### src/rtl/frac_pkg.sv
// frac_pkg: shared constants for the fractional-pel interpolator.
// Holds the tap sets for each phase, the arithmetic widths and the FSM encodings.
package frac_pkg;

  localparam int unsigned FRAC_PIX_W  = 8;
  localparam int unsigned FRAC_TAPS   = 8;
  localparam int unsigned FRAC_CTX    = 3;   // left context pixels kept
  localparam int unsigned FRAC_LOOK   = 4;   // lookahead pixels from next chunk
  localparam int unsigned FRAC_COEF_W = 8;
  localparam int unsigned FRAC_SUM_W  = 16;
  localparam int unsigned FRAC_RND_SH = 6;

  localparam logic signed [FRAC_SUM_W-1:0] FRAC_RND_OFS = 16'sd32;
  localparam logic signed [FRAC_SUM_W-1:0] FRAC_CLIP_LO = 16'sd0;
  localparam logic signed [FRAC_SUM_W-1:0] FRAC_CLIP_HI = 16'sd255;

  // Phase encodings (frac_sel)
  localparam logic [1:0] PH_INT   = 2'd0;
  localparam logic [1:0] PH_QPEL  = 2'd1;
  localparam logic [1:0] PH_HPEL  = 2'd2;
  localparam logic [1:0] PH_TQPEL = 2'd3;

  // FSM state encodings
  localparam logic [1:0] ST_IDLE  = 2'd0;
  localparam logic [1:0] ST_RUN   = 2'd1;
  localparam logic [1:0] ST_FLUSH = 2'd2;

  typedef logic signed [FRAC_COEF_W-1:0] coef_t;

  // Tap k multiplies pixel x-3+k; integer copy is a unit tap on pixel x.
  localparam coef_t TAPS_INT [FRAC_TAPS] =
    '{8'sd0, 8'sd0, 8'sd0, 8'sd64, 8'sd0, 8'sd0, 8'sd0, 8'sd0};
  localparam coef_t TAPS_QPEL [FRAC_TAPS] =
    '{-8'sd1, 8'sd4, -8'sd10, 8'sd58, 8'sd17, -8'sd5, 8'sd1, 8'sd0};
  localparam coef_t TAPS_HPEL [FRAC_TAPS] =
    '{-8'sd1, 8'sd4, -8'sd11, 8'sd40, 8'sd40, -8'sd11, 8'sd4, -8'sd1};
  localparam coef_t TAPS_TQPEL [FRAC_TAPS] =
    '{8'sd0, 8'sd1, -8'sd5, 8'sd17, 8'sd58, -8'sd10, 8'sd4, -8'sd1};

  // Coefficient lookup by phase and tap index
  function automatic coef_t tap_coef(input logic [1:0] phase, input logic [2:0] k);
    case (phase)
      PH_INT:  tap_coef = TAPS_INT[k];
      PH_QPEL: tap_coef = TAPS_QPEL[k];
      PH_HPEL: tap_coef = TAPS_HPEL[k];
      default: tap_coef = TAPS_TQPEL[k];
    endcase
  endfunction

endpackage

### src/rtl/frac_tap8.sv
// frac_tap8: combinational 8-tap MAC with rounding and 0..255 clipping.
// win holds pixels x-3..x+4, pixel x-3 in the low bits.
module frac_tap8
  import frac_pkg::*;
(
  input  logic [FRAC_TAPS*FRAC_PIX_W-1:0] win,
  input  logic [1:0]                      phase,
  output logic [FRAC_PIX_W-1:0]           result_c
);

  logic signed [FRAC_SUM_W-1:0] sum;
  logic signed [FRAC_SUM_W-1:0] coef_ext;
  logic signed [FRAC_SUM_W-1:0] px_ext;
  logic signed [FRAC_SUM_W-1:0] rnd;
  logic signed [FRAC_SUM_W-1:0] shifted;

  // Multiply-accumulate, round, arithmetic shift and clip
  always_comb begin
    sum      = '0;
    coef_ext = '0;
    px_ext   = '0;
    for (int k = 0; k < int'(FRAC_TAPS); k++) begin
      coef_ext = FRAC_SUM_W'(tap_coef(phase, 3'(k)));
      px_ext   = signed'(FRAC_SUM_W'(win[k*FRAC_PIX_W +: FRAC_PIX_W]));
      sum      = sum + coef_ext * px_ext;
    end
    rnd     = sum + FRAC_RND_OFS;
    shifted = rnd >>> FRAC_RND_SH;
    if (shifted < FRAC_CLIP_LO)
      result_c = '0;
    else if (shifted > FRAC_CLIP_HI)
      result_c = '1;
    else
      result_c = shifted[FRAC_PIX_W-1:0];
  end

endmodule

### src/rtl/frac_interp.sv
// frac_interp: horizontal fractional-pel interpolator with edge replication.
// Optional macro FRAC_QPEL_EN adds frac_sel for integer/quarter/half/three-quarter phases;
// without it the filter is fixed at half-pel.
module frac_interp
  import frac_pkg::*;
#(
  parameter int unsigned PIX_W = 8,
  parameter int unsigned LANES = 8
) (
  input  logic                   clk,
  input  logic                   reset,
  input  logic [PIX_W*LANES-1:0] in_pix,
  input  logic                   in_valid,
  input  logic                   in_last,
  output logic                   in_ready,
  output logic [PIX_W*LANES-1:0] filter_pix,
  output logic [PIX_W*LANES-1:0] ref_pix,
  output logic                   out_valid
`ifdef FRAC_QPEL_EN
  ,
  input  logic [1:0]             frac_sel
`endif
);

  localparam int unsigned ROW_W = PIX_W * LANES;
  localparam int unsigned CTX_W = PIX_W * FRAC_CTX;
  localparam int unsigned NXT_W = PIX_W * FRAC_LOOK;
  localparam int unsigned EXT_W = ROW_W + CTX_W + NXT_W;
  localparam int unsigned WIN_W = PIX_W * FRAC_TAPS;

  logic [1:0]       state_q, next_state;
  logic [ROW_W-1:0] held_q, held_d;
  logic [CTX_W-1:0] left_q, left_d;
  logic             ready_q;
  logic             out_valid_q;
  logic [ROW_W-1:0] filter_q, ref_q;

  logic             accept;
  logic             emit;
  logic [NXT_W-1:0] nxt4;
  logic [EXT_W-1:0] ext;
  logic [ROW_W-1:0] filt_c;
  logic [1:0]       phase;

`ifdef FRAC_QPEL_EN
  assign phase = frac_sel;
`else
  assign phase = PH_HPEL;
`endif

  // Pixel j of ext is line pixel j-3 relative to the held chunk
  assign ext = {nxt4, held_q, left_q};

  // One filter per output lane, each seeing its own 8-pixel window
  for (genvar g = 0; g < int'(LANES); g++) begin : g_lane
    frac_tap8 u_tap (
      .win      (ext[g*PIX_W +: WIN_W]),
      .phase    (phase),
      .result_c (filt_c[g*PIX_W +: PIX_W])
    );
  end

  // Next-state, context update and emit decision
  always_comb begin
    next_state = state_q;
    held_d     = held_q;
    left_d     = left_q;
    emit       = 1'b0;
    nxt4       = {FRAC_LOOK{held_q[ROW_W-1 -: PIX_W]}};
    accept     = in_valid && ready_q;
    case (state_q)
      ST_IDLE: begin
        if (accept) begin
          held_d     = in_pix;
          left_d     = {FRAC_CTX{in_pix[PIX_W-1:0]}};
          next_state = in_last ? ST_FLUSH : ST_RUN;
        end
      end
      ST_RUN: begin
        if (accept) begin
          emit       = 1'b1;
          nxt4       = in_pix[NXT_W-1:0];
          left_d     = held_q[ROW_W-CTX_W +: CTX_W];
          held_d     = in_pix;
          next_state = in_last ? ST_FLUSH : ST_RUN;
        end
      end
      ST_FLUSH: begin
        emit       = 1'b1;
        next_state = ST_IDLE;
      end
      default: next_state = ST_IDLE;
    endcase
  end

  // State and context registers; ready is precomputed from the next state
  always_ff @(posedge clk or negedge reset) begin
    if (!reset) begin
      state_q <= ST_IDLE;
      held_q  <= '0;
      left_q  <= '0;
      ready_q <= 1'b1;
    end else begin
      state_q <= next_state;
      held_q  <= held_d;
      left_q  <= left_d;
      ready_q <= (next_state != ST_FLUSH);
    end
  end

  // Output registers; rows hold their value between strobes
  always_ff @(posedge clk or negedge reset) begin
    if (!reset) begin
      out_valid_q <= 1'b0;
      filter_q    <= '0;
      ref_q       <= '0;
    end else begin
      out_valid_q <= emit;
      if (emit) begin
        filter_q <= filt_c;
        ref_q    <= held_q;
      end
    end
  end

  assign in_ready   = ready_q;
  assign out_valid  = out_valid_q;
  assign filter_pix = filter_q;
  assign ref_pix    = ref_q;

endmodule

### config.mk
export PLATFORM = sky130hd
export DESIGN_NAME = frac_interp
export DESIGN_NICKNAME = d
export VERILOG_FILES = /design/src/rtl/frac_pkg.sv /design/src/rtl/frac_tap8.sv /design/src/rtl/frac_interp.sv
export SDC_FILE = /design/constraint.sdc
export NUM_CORES = 2
export LEC_CHECK = 0
export ABC_CLOCK_PERIOD_IN_PS = 26400
export CORE_MARGIN = 1.5
export CORE_UTILIZATION = 30
export DETAILED_ROUTE_END_ITERATION = 10
export PLACE_DENSITY_LB_ADDON = 0.1
export SLEW_MARGIN = 10
export SYNTH_ARGS = -nofsm -noshare
export SYNTH_HDL_FRONTEND = slang
export SYNTH_HIERARCHICAL = 1
export SYNTH_SLANG_ARGS = --single-unit
### constraint.sdc
create_clock -name clk -period 26.4 [get_ports clk]
set_input_delay 5.28 -clock clk [delete_from_list [all_inputs] [get_ports clk]]
set_output_delay 5.28 -clock clk [all_outputs]
set_load 0.02 [all_outputs]
==> metrics.txt <==
run status=completed; Syn Inst Count=11417; endpoints failing setup=0; number of global-route vias before repair=between 80000 and 90000; met2 usage=36.9%; number of post-CTS setup repair buffers=0; Slew headroom=23.6%; Clock Latency Late Sink=0.70 ns; Yosys reg bits=220; list of most frequent post-synthesis cells=3684 x inv_1, 2592 x fa_1, 1652 x ha_1; Final nets=15993; Worst-Margin Slew=1.15 ns; sequential fraction of the synthesis area=4.88%; Crit Path Class=in -> reg; CTS buffer count=38; Worst Hold Class=reg -> reg; Clock Pin Slew Worst Setup and Hold Paths=~0.060 ns; total core area=0.373 mm2; gr busiest metal=met2; Avg Vias per Cell=4.40; top_reg_cell synth=dfrtp_1; CP Capture Type=flop; CP peak stage delay=0.72 ns; DR iter-0 viols=3777; CTS sink cnt=between 200 and 250; share of cells above drive strength 1=5.10%; CP Buf/Inv Count=7; largest net degree at the start of global routing=61; Final Hold Fails=0; Clock Skew=0.0278 ns; GRT overflow=0; Detailed Route WL=about 390 mm; CP most frequent cell=fa_1; Detailed Place HPWL=approximately 340 mm; root buffer cell=clkbuf_16; Max Freq=between 60 and 70 MHz; Req. time, crit path=26.97 ns; asr flop ratio synth=100%; met3 Usage GRT=1.67%; die height=616 um; Yosys cell types=79; total track usage=a little over a fifth; Levels on crit path=29; Final Max Tran Viols=0; # DRC=0; wire per inst=23.6 um; number of I/O pins=198; Longest Clk Path Bufs=3; CP max FO=40; crit path launch type=input pin; Post-synth EDFFs=0; initial antenna violation count=77; drt first pass iters=5; Rows=224; final worst-path cycle share=54.6%; Worst EP arrival=approximately 15 ns; area grow syn2layout=8.99%; Post-CTS Resized=0; RSZ-0062 raised after global routing=false; hold buffer count at cts=0; area share of the largest cell type after synthesis=between 40% and 50%; ranking of synthesized cells by area=fa_1 46%, ha_1 18%, inv_1 12%; total number of vias=roughly 74000; CTS tree=yes; H-Tree Depth=2; global-route wire length before repair=591 mm; Synth Cell Area=roughly 0.11 mm2; synthesized area per cell=just under 10 um2; # Max-Cap Violations=0; r2r worst-path depth=29; family with the most delay on the worst path=adder cells; routing usage on met1=28.9%; hold path depth=1; die width=616 um; Final Wtd Congestion=0.899; die area=around 0.38 mm2; most instantiated library cell after synthesis=inv_1; Starting Density=a little over 30%; Tmin final=~14 ns; setup TNS=0 ns; synth warn=6; Synth area leader=fa_1; Critical-path top delay cell=a21o_1; Port Buffers=slightly below 200; antenna viol nets, final=0
[worst paths after layout]
path	from	end	slack [ns]
worst max register to register	state_q[0]	filter_pix[37]	16.57
worst min register to register	filter_pix[7]	filter_pix[7]	0.51
worst max-delay path	in_valid	filter_pix[37]	11.99
max in group asynchronous	reset	held_q[33]	20.04
worst min-delay path	filter_pix[7]	filter_pix[7]	0.51
min in group asynchronous	reset	left_q[22]	4.53
[flip-flops by register name, summed over array words and instances, names as in the netlist]
register,flops
filter_pix,64
held_q,64
in_ready,1
left_q,24
out_valid,1
ref_pix,64
state_q,2
[logic make-up after synthesis]
| family | count (synthesis) | share of synthesized area, % |
|---|---|---|
| fa+ha+maj | 4244 | 64.4 |
| buf+inv | 3922 | 13.3 |
| simple gates | 2208 | 10.8 |
| compound gates | 393 | 2.42 |
| xor+xnor | 228 | 1.91 |
| flops | 220 | 4.88 |
| mux | 200 | 2.32 |
| other cells | 2 | 0.00666 |
[layer usage]
layer | up-vias | routed length [um]
met5 | - | 92
met4 | 12 | 12700
met3 | 284 | 14100
met2 | 1268 | 192000
met1 | 38477 | 175000
li1 | 33493 | -
[worst reg2reg max path: cells and delay by family (launching register included)]
family / cells / cell delay [ns]
muxes: 1 / 0.27
buffers and inverters: 6 / 0.54
and+or+nand+nor: 5 / 1.40
DFF: 1 / 0.43
adders and majority gates: 11 / 5.16
AOI/OAI and AO/OA: 6 / 1.90
[cells in the final DEF (no fill, tap or decap), types with 10 or more instances in the layout]
cell             instances
xor2_1                  51
nand2b_1                22
dfrtp_1                165
diode_2                 40
nand2_1                451
nor2b_1                136
nor2_1                 207
mux2_4                 100
clkbuf_16               39
a21oi_1                103
dfrtp_2                 54
clkdlybuf4s50_1        196
conb_1                 112
o21a_1                  19
inv_1                 3684
ha_1                  1652
fa_1                  2592
or3_1                   36
xnor2_1                162
nand4_1                 15
and2_1                1159
o21ai_0                 79
and3_1                  10
mux2_2                  92
or2_2                   56
nor3_1                  51
nand3_1                 23
o31ai_1                 11
buf_4                  152
a21o_1                  73
[stage by stage]
stage	instances	hold WS, ns	utilization, %	worst slack, ns	instance area (um2)
6_report	16722	0.505	32.9	11.99	123000
3_5_place_dp	16613	0.494	32.5	11.31	121000
2_1_floorplan	11527	0.463	-	13.20	113000
3_3_place_gp	16613	0.480	32.5	11.49	121000
4_1_cts	16682	0.508	32.9	12.05	123000
5_1_grt	16688	0.514	32.9	11.58	123000
[area by class of cell]
| class | instances | area [um2] |
|---|---|---|
| multi-input cells | 7385 | 92600 |
| diodes | 40 | 100 |
| repair buffers | 350 | 3140 |
| flip-flops and latches | 220 | 5570 |
| inverters | 3686 | 13800 |
| fillers | 38653 | 250000 |
| clock inverters | 19 | 300 |
| well taps | 4972 | 6220 |
| clock buffers | 50 | 1080 |
Power is left out: the tool's default activity adds up to more than one toggle a clock period on the data nets, which glitch-free logic cannot reach.
